===== src/rtl/timer_dev_pkg.sv =====
// rtl/timer_dev_pkg.sv - shared register map, CTRL layout and FSM encoding for timer_dev
package timer_dev_pkg;

  localparam logic [1:0] OFF_CTRL   = 2'd0;
  localparam logic [1:0] OFF_PRESET = 2'd1;
  localparam logic [1:0] OFF_COUNT  = 2'd2;
  localparam logic [1:0] OFF_RSVD   = 2'd3;

  localparam logic [1:0] MODE_ONESHOT = 2'b00;
  localparam logic [1:0] MODE_AUTO    = 2'b01;

  localparam int CTRL_EN       = 0;
  localparam int CTRL_MODE_LSB = 1;
  localparam int CTRL_IM       = 3;
  localparam int CTRL_W        = 4;

  typedef enum logic [1:0] {
    ST_IDLE = 2'd0,
    ST_LOAD = 2'd1,
    ST_CNT  = 2'd2,
    ST_INT  = 2'd3
  } state_t;

  // Only 01 reloads; 00, 10 and 11 all behave as one-shot.
  function automatic logic is_auto(input logic [1:0] mode);
    return (mode == MODE_AUTO);
  endfunction

endpackage


===== src/rtl/timer_be_merge.sv =====
// rtl/timer_be_merge.sv - byte-enable merge of a register write; pass-through unless TIMER_BYTE_WRITE_EN
module timer_be_merge #(
  parameter int W = 32
) (
  input  logic [W-1:0] old_word,
  input  logic [W-1:0] wdata,
  input  logic [3:0]   be,
  output logic [W-1:0] merged
);

`ifdef TIMER_BYTE_WRITE_EN
  always_comb begin
    merged = old_word;
    for (int i = 0; i < W; i++) begin
      if (be[i >> 3]) merged[i] = wdata[i];
    end
  end

  // Narrow registers (CTRL) only look at be[0].
  logic unused_be;
  assign unused_be = ^be;
`else
  assign merged = wdata;

  logic unused_inputs;
  assign unused_inputs = ^{old_word, be};
`endif

endmodule


===== src/rtl/timer_dev.sv =====
// rtl/timer_dev.sv - memory-mapped countdown timer (bridge device 0, IRQ0); TIMER_BYTE_WRITE_EN enables byte writes
module timer_dev
  import timer_dev_pkg::*;
#(
  parameter int          CNT_W        = 32,
  parameter logic [31:0] RESET_PRESET = 32'h0000_0000
) (
  input  logic        clk,
  input  logic        reset_n,
  input  logic [1:0]  addr,
  input  logic [31:0] wdata,
  input  logic [3:0]  be,
  input  logic        we,
  output logic [31:0] rdata,
  output logic        irq
);

  logic [CTRL_W-1:0] ctrl;
  logic [CNT_W-1:0]  preset;
  logic [CNT_W-1:0]  count;
  state_t            state;
  logic              irq_flag;

  logic              ctrl_wr;
  logic              preset_wr;
  logic [CTRL_W-1:0] ctrl_new;
  logic [CNT_W-1:0]  preset_new;
  logic              en_eff;
  logic              auto_mode;
  logic              im_rise;

  assign ctrl_wr   = we && (addr == OFF_CTRL);
  assign preset_wr = we && (addr == OFF_PRESET);
  assign auto_mode = is_auto(ctrl[CTRL_MODE_LSB +: 2]);

  timer_be_merge #(.W(CTRL_W)) u_ctrl_merge (
    .old_word (ctrl),
    .wdata    (wdata[CTRL_W-1:0]),
    .be       (be),
    .merged   (ctrl_new)
  );

  timer_be_merge #(.W(CNT_W)) u_preset_merge (
    .old_word (preset),
    .wdata    (wdata[CNT_W-1:0]),
    .be       (be),
    .merged   (preset_new)
  );

  // IDLE reacts to the EN value being written this cycle so LOAD follows the write edge directly.
  assign en_eff  = ctrl_wr ? ctrl_new[CTRL_EN] : ctrl[CTRL_EN];
  // Unmasking a pending one-shot interrupt must not discard it.
  assign im_rise = ctrl_wr && ctrl_new[CTRL_IM] && !ctrl[CTRL_IM];

  always_ff @(posedge clk or negedge reset_n) begin
    if (!reset_n) begin
      ctrl     <= '0;
      preset   <= RESET_PRESET[CNT_W-1:0];
      count    <= '0;
      state    <= ST_IDLE;
      irq_flag <= 1'b0;
    end else begin
      if (preset_wr) preset <= preset_new;

      if (ctrl_wr) begin
        ctrl <= ctrl_new;
      end else if (state == ST_INT && !auto_mode) begin
        ctrl[CTRL_EN] <= 1'b0;
      end

      case (state)
        ST_IDLE: begin
          if (en_eff) state <= ST_LOAD;
        end
        ST_LOAD: begin
          count <= preset;
          state <= ST_CNT;
        end
        ST_CNT: begin
          if (!ctrl[CTRL_EN]) begin
            state <= ST_IDLE;
          end else if (count == '0) begin
            state <= ST_INT;
          end else begin
            count <= count - 1'b1;
          end
        end
        ST_INT: begin
          state <= auto_mode ? ST_LOAD : ST_IDLE;
        end
        default: state <= ST_IDLE;
      endcase

      if (auto_mode) begin
        irq_flag <= (state == ST_INT);
      end else if (state == ST_INT) begin
        irq_flag <= 1'b1;
      end else if (preset_wr || (ctrl_wr && !im_rise)) begin
        irq_flag <= 1'b0;
      end
    end
  end

  assign irq = ctrl[CTRL_IM] & irq_flag;

  always_comb begin
    rdata = '0;
    case (addr)
      OFF_CTRL:   rdata[CTRL_W-1:0] = ctrl;
      OFF_PRESET: rdata[CNT_W-1:0]  = preset;
      OFF_COUNT:  rdata[CNT_W-1:0]  = count;
      OFF_RSVD:   rdata = '0;
    endcase
  end

  logic unused_wdata;
  assign unused_wdata = ^wdata;

endmodule


===== config.mk =====
export PLATFORM = sky130hd
export DESIGN_NAME = timer_dev
export DESIGN_NICKNAME = d
export VERILOG_FILES = /design/src/rtl/timer_dev_pkg.sv /design/src/rtl/timer_be_merge.sv /design/src/rtl/timer_dev.sv
export SDC_FILE = /design/constraint.sdc
export NUM_CORES = 1
export LEC_CHECK = 0
export CAP_MARGIN = 20
export CORE_ASPECT_RATIO = 1.75
export CORE_MARGIN = 1
export CORE_UTILIZATION = 49
export CTS_BUF_LIST = sky130_fd_sc_hd__clkbuf_4 sky130_fd_sc_hd__clkbuf_8
export DETAILED_ROUTE_END_ITERATION = 8
export GPL_ROUTABILITY_DRIVEN = 0
export PLACE_DENSITY = 0.81
export SYNTH_ARGS = -nofsm -noshare
export SYNTH_HDL_FRONTEND = slang
export SYNTH_SLANG_ARGS = --single-unit

===== constraint.sdc =====
create_clock -name clk -period 2.2 [get_ports clk]
set_clock_uncertainty 0.2 [all_clocks]
set_input_delay 0.66 -clock clk [delete_from_list [all_inputs] [get_ports clk]]
set_output_delay 0.66 -clock clk [all_outputs]
set_load 0.05 [all_outputs]

Word level (Yosys, flattened, before mapping)

Cells that the tools add are included.

Bits in registers: 71
Output and inout bits: 33
Word-level logic and storage cells: 53
Input port bits: 41

Multiplexer cells: 16
Bitwise gates (word level): 1
Equal/unequal tests: 11
Reduce and logical (&&, ||, !) cells: 18
Add/sub/neg operators: 1

Operator list:

| cell                                                | count |
|---|---|
| two-way mux 32 bit                                  | 2 |
| case mux 32 bit (2 select lines)                    | 1 |
| case mux 28 bit (2 select lines)                    | 1 |
| logical NOT 32 bit                                  | 1 |
| subtractor 32 x 1 -> 32 bit, second input constant  | 1 |
| case mux 4 bit (4 select lines)                     | 1 |
| equality test 2 bit, second input constant          | 4 |
| case mux 2 bit (4 select lines)                     | 1 |
| two-way mux 1 bit                                   | 7 |
| equality test 2 x 1 -> 1 bit, second input constant | 3 |
| logical AND 1 bit                                   | 6 |
| two-way mux 2 bit                                   | 3 |
| inequality test 2 bit, second input constant        | 3 |
| logical NOT 2 bit                                   | 2 |
| nonzero test 2 bit                                  | 2 |
| logical NOT 1 bit                                   | 3 |
| inequality test 3 bit, second input constant        | 1 |
| AND reduction 3 bit                                 | 1 |
| nonzero test 3 bit                                  | 1 |
| AND reduction 2 bit                                 | 1 |
| AND 1 bit                                           | 1 |
| logical OR 1 bit                                    | 1 |

Logic depth before layout (Yosys ltp)

Word-level depth: 10
Gate-level depth with buffers: 8
Gate-level depth less buffers: 7

Modules after synthesis

Synthesis repeated with hierarchy kept, for this count alone.

Cells, all modules: 479
Area total of the unflattened synthesis: 4503.1 µm²

Modules (own cells, without submodules):

| module                           | sequential area each (µm²) | area each (µm²) | cells each | times used |
|---|---|---|---|---|
| timer_dev                        | 1776.7                     | 4232.8          | 443        | 1 |
| timer_be_merge at u_preset_merge | 0.0                        | 240.2           | 32         | 1 |
| timer_be_merge at u_ctrl_merge   | 0.0                        | 30.0            | 4          | 1 |

Worst setup path after synthesis

Ideal clock, no wire load.

Path type: input-to-output
Start point: in addr[1]
End point: out rdata[0]
Arrival: 2.525 ns
Stages: 6
Path buffers: 2
Slack: -1.185 ns
Cells stage by stage: inv_1 -> ha_1 -> clkbuf_1 -> clkbuf_1 -> a22oi_1 -> o21ai_0

Longest elaborated chain between the ends: 2
Elaborated cells on any way between the ends: 5
Those cells by class: 3 x eq/ne; 1 x mux; 1 x reduce/logical

RTL lines:

| element                                           | line             | source |
|---|---|---|
| start: declaration                                | timer_dev.sv:10  | `input logic [1:0] addr,` |
| equality test 2 bit, or another cell as far along | timer_dev.sv:108 | `case (addr)` |
| case mux 4 bit (4 select lines) (*)               | timer_dev.sv:108 |  |
| end: declaration                                  | timer_dev.sv:14  | `output logic [31:0] rdata,` |

Mark *: on every way between the ends. The rest lies on a longest branch, timed or not.

Worst setup path after layout

Start point: in addr[0]
End point: out rdata[21]

Longest elaborated chain between the ends: 2
Elaborated cells on any way between the ends: 3
Those cells by class: 2 x eq/ne; 1 x mux

RTL lines:

| element                                                                    | line |
|---|---|
| equality test 2 bit / equality test 2 x 1 -> 1 bit (equally long branches) | timer_dev.sv:108 |
| case mux 28 bit (2 select lines) (*)                                       | timer_dev.sv:108 |

Marked as above.

==> impl_metrics.env <==
export IMPL_violations="design-rule violations, negative setup slack"
export IMPL_port_buffer_count=69
export IMPL_layout_setup_ws_ns=-0.464
export IMPL_antenna_found_initial=0
export IMPL_power_per_cell_area_nw_per_um2=1290
export IMPL_synth_top_family_by_area="compound AO/OA/AOI/OAI gates"
export IMPL_utilization_pct=88.2
export IMPL_layout_commonest_cell="dfrtp_1"
export IMPL_clk_pin_slew_ns=0.09
export IMPL_ys_ff_latch=71
export IMPL_die_x_um=71.5
export IMPL_path_cells="buf_8 > clkinvlp_4 > buf_6 > ha_4 > buf_12 > nor2b_4 > buf_12"
export IMPL_drt_iter0_drc=697
export IMPL_grt_setup_unrepaired="true"
export IMPL_totalWireLength_mm=18.0
export IMPL_n_antenna_cell=0
export IMPL_track_usage_pct=41.6
export IMPL_critPathArrivalTime_ns=1.80
export IMPL_die_y_um=124
export IMPL_rows=44
export IMPL_hold_viol=0
export IMPL_wl_per_cell_um=26.8
export IMPL_max_freq_mhz=375
export IMPL_cp_max_fo=14
export IMPL_status="finished, violations left"
export IMPL_cp_depth=7
export IMPL_nNetsFinal=622
export IMPL_fin_crit_ns=2.66
export IMPL_start_util_pct=50.2
export IMPL_die_area_um2=8840
export IMPL_num_fill_cells=322
export IMPL_core_area_um2=8260
export IMPL_area_delta_synth_final_pct=75.8
export IMPL_synth_ff_type="dfrtp_1"
export IMPL_drive_above_1_share_pct=54.7
export IMPL_relSlewSlack_pct=55.7
export IMPL_cp_top_family="buffers and inverters"
export IMPL_synthXorXnorAreaFrac_pct=0
export IMPL_ir_drop_mv=0.889
export IMPL_start_kind="primary input"
export IMPL_synth_top_cell_by_area="dfrtp_1"
export IMPL_leakagePower_nw=2.86
export IMPL_cpMostUsedCell="buf_12"
export IMPL_overflow=0
export IMPL_synth_mux_area_share_pct=9.79
export IMPL_synthArstFlopShare_pct=100
export IMPL_drc=1
export IMPL_tightest_slew_ns=0.665
export IMPL_synth_area_top_cells="dfrtp_1, mux2_2, a22oi_1"
export IMPL_critical_path_slowest_cell="ha_4"
export IMPL_layout_common_cells="dfrtp_1, buf_4, buf_12, mux2_2, clkdlybuf4s50_1"
export IMPL_clock_sinks=71
export IMPL_reg2reg_depth=8
export IMPL_top_level_ports=74
export IMPL_grt_pass1_vias=5111
export IMPL_synth_compound_area_share_pct=23.8
export IMPL_clk_latency_ns=0.37
export IMPL_viasPerCell=7.04
export IMPL_final_setup_viol_count=64
export IMPL_cts_root_buf="clkbuf_8"
export IMPL_critPathBufInv=5
export IMPL_ant_nets=0
export IMPL_clk_path_buf_depth=2
export IMPL_report_final_slew_viol_count=0
export IMPL_endpoint_kind="output pin"
export IMPL_cts_tree="done"
export IMPL_seq_area_frac_synth_pct=42.9
export IMPL_fin_crit_sh_pct=121
export IMPL_synth_area_per_cell_um2=9.61
export IMPL_synth_top_area_share_pct=42.9
export IMPL_h_tree_depth=3
export IMPL_synth_nets=477
export IMPL_hold_buffers=0
export IMPL_dr_pass1_iters=8
export IMPL_synth_area_um2=4140
export IMPL_cts_buffers=9
export IMPL_synthDistinctLibCells=53
export IMPL_max_cap_violations=0
export IMPL_slowest_delay_ns=0.29
export IMPL_grt_pass1_wl_mm=27.4
export IMPL_hold_ws_ns=0.0737
export IMPL_yosys_warnings=0
export IMPL_vias=4735
export IMPL_dp_hpwl_mm=9.17
export IMPL_crit_type="in2out"
export IMPL_synth_edff_count=0
export IMPL_synth_adder_area_share_pct=1.51
export IMPL_hp_class="in2async"
export IMPL_synthesis_instances=431
export IMPL_grt_max_degree=58
export IMPL_yosys_area_share_simple_pct=17.8
export IMPL_cp_required_ns=1.34
-- logic make-up after synthesis --
kind of cell / after synthesis
AO/OA/AOI/OAI: 149
adder cells (fa/ha/maj): 5
buffers and inverters: 38
flip-flops: 71
multiplexers: 36
AND/OR/NAND/NOR: 132
-- worst register-to-register path, stage by stage (launching register included) --
cell	delay [ns]
dfrtp_1	0.44
nor4_1	0.51
or4b_4	0.57
o31ai_4	0.25
buf_6	0.16
buf_12	0.11
buf_12	0.13
a21oi_2	0.05
o22ai_2	0.18
-- metal layers --
layer	share of wire (%)	vias to the layer above	GRT usage [%]
met1	33	2309	44.6
met3	8.1	136	8.98
li1	-	1919	-
met2	51	371	71.3
met4	7.5	0	31.6
met5	0	-	0
-- through the flow --
step	power, mW	instance area, µm²	setup TNS, ns	std cells	setup WS, ns
floorplan	4.72	4720	-11.04	431	-0.235
global placement	6.20	6290	-50.82	639	-0.920
detailed placement	6.42	6290	-53.52	639	-0.963
CTS	8.79	7150	-21.83	673	-0.422
global route	9.69	7280	-27.13	673	-0.482
finish	9.42	7280	-24.76	673	-0.464
-- cell type report --
class	count	area [µm²]	area share (%)
Inverter	7	46.3	0.636
Clock inverter	3	40.0	0.550
Multi-Input combinational cell	322	3050	41.8
Tap cell	92	115	1.58
Sequential cell	71	1780	24.4
Timing Repair Buffer	165	2080	28.6
Clock buffer	13	173	2.37
-- Yosys cell counts, types with 4 or more instances --
cell       count
nor2b_1       32
a22oi_1       33
inv_1          7
ha_1           5
nand2_1       27
nor3_1        10
a2bb2oi_1     12
o21ai_0       26
dfrtp_1       71
or4_1          5
nor2_1        18
mux2_2        36
clkbuf_1      19
buf_2          5
nand3_1        8
o22ai_1       10
or3_1          4
o32ai_1        5
nor4_1         7
a21oi_1       39
-- registers in the layout, indices dropped and copies added (netlist names) --
name	cells
irq_flag	1
ctrl	4
count	32
preset	32
state	2
-- power by group --
part	internal, mW	total, mW	switching (mW)
clock	0.627	1.15	0.524
combinational	2.83	5.97	3.13
sequential	1.76	2.30	0.538
-- worst paths after layout --
path | endpoint | slack, ns | from
max | rdata[21] | -0.46 | addr[0]
min | count[17] | 0.07 | reset_n
max reg2reg | count[4] | -0.44 | count[24]
min reg2reg | ctrl[1] | 0.35 | ctrl[1]
max in group asynchronous | count[23] | 1.15 | reset_n
min in group clk | ctrl[1] | 0.35 | ctrl[1]
-- repair_timing --
item,CTS,global route
buffers inserted,11,4
setup endpoints to repair,98,65
resized for setup,88,31
pin swaps,14,14
gates cloned,7,2
Power figures use the tool's default switching activity.
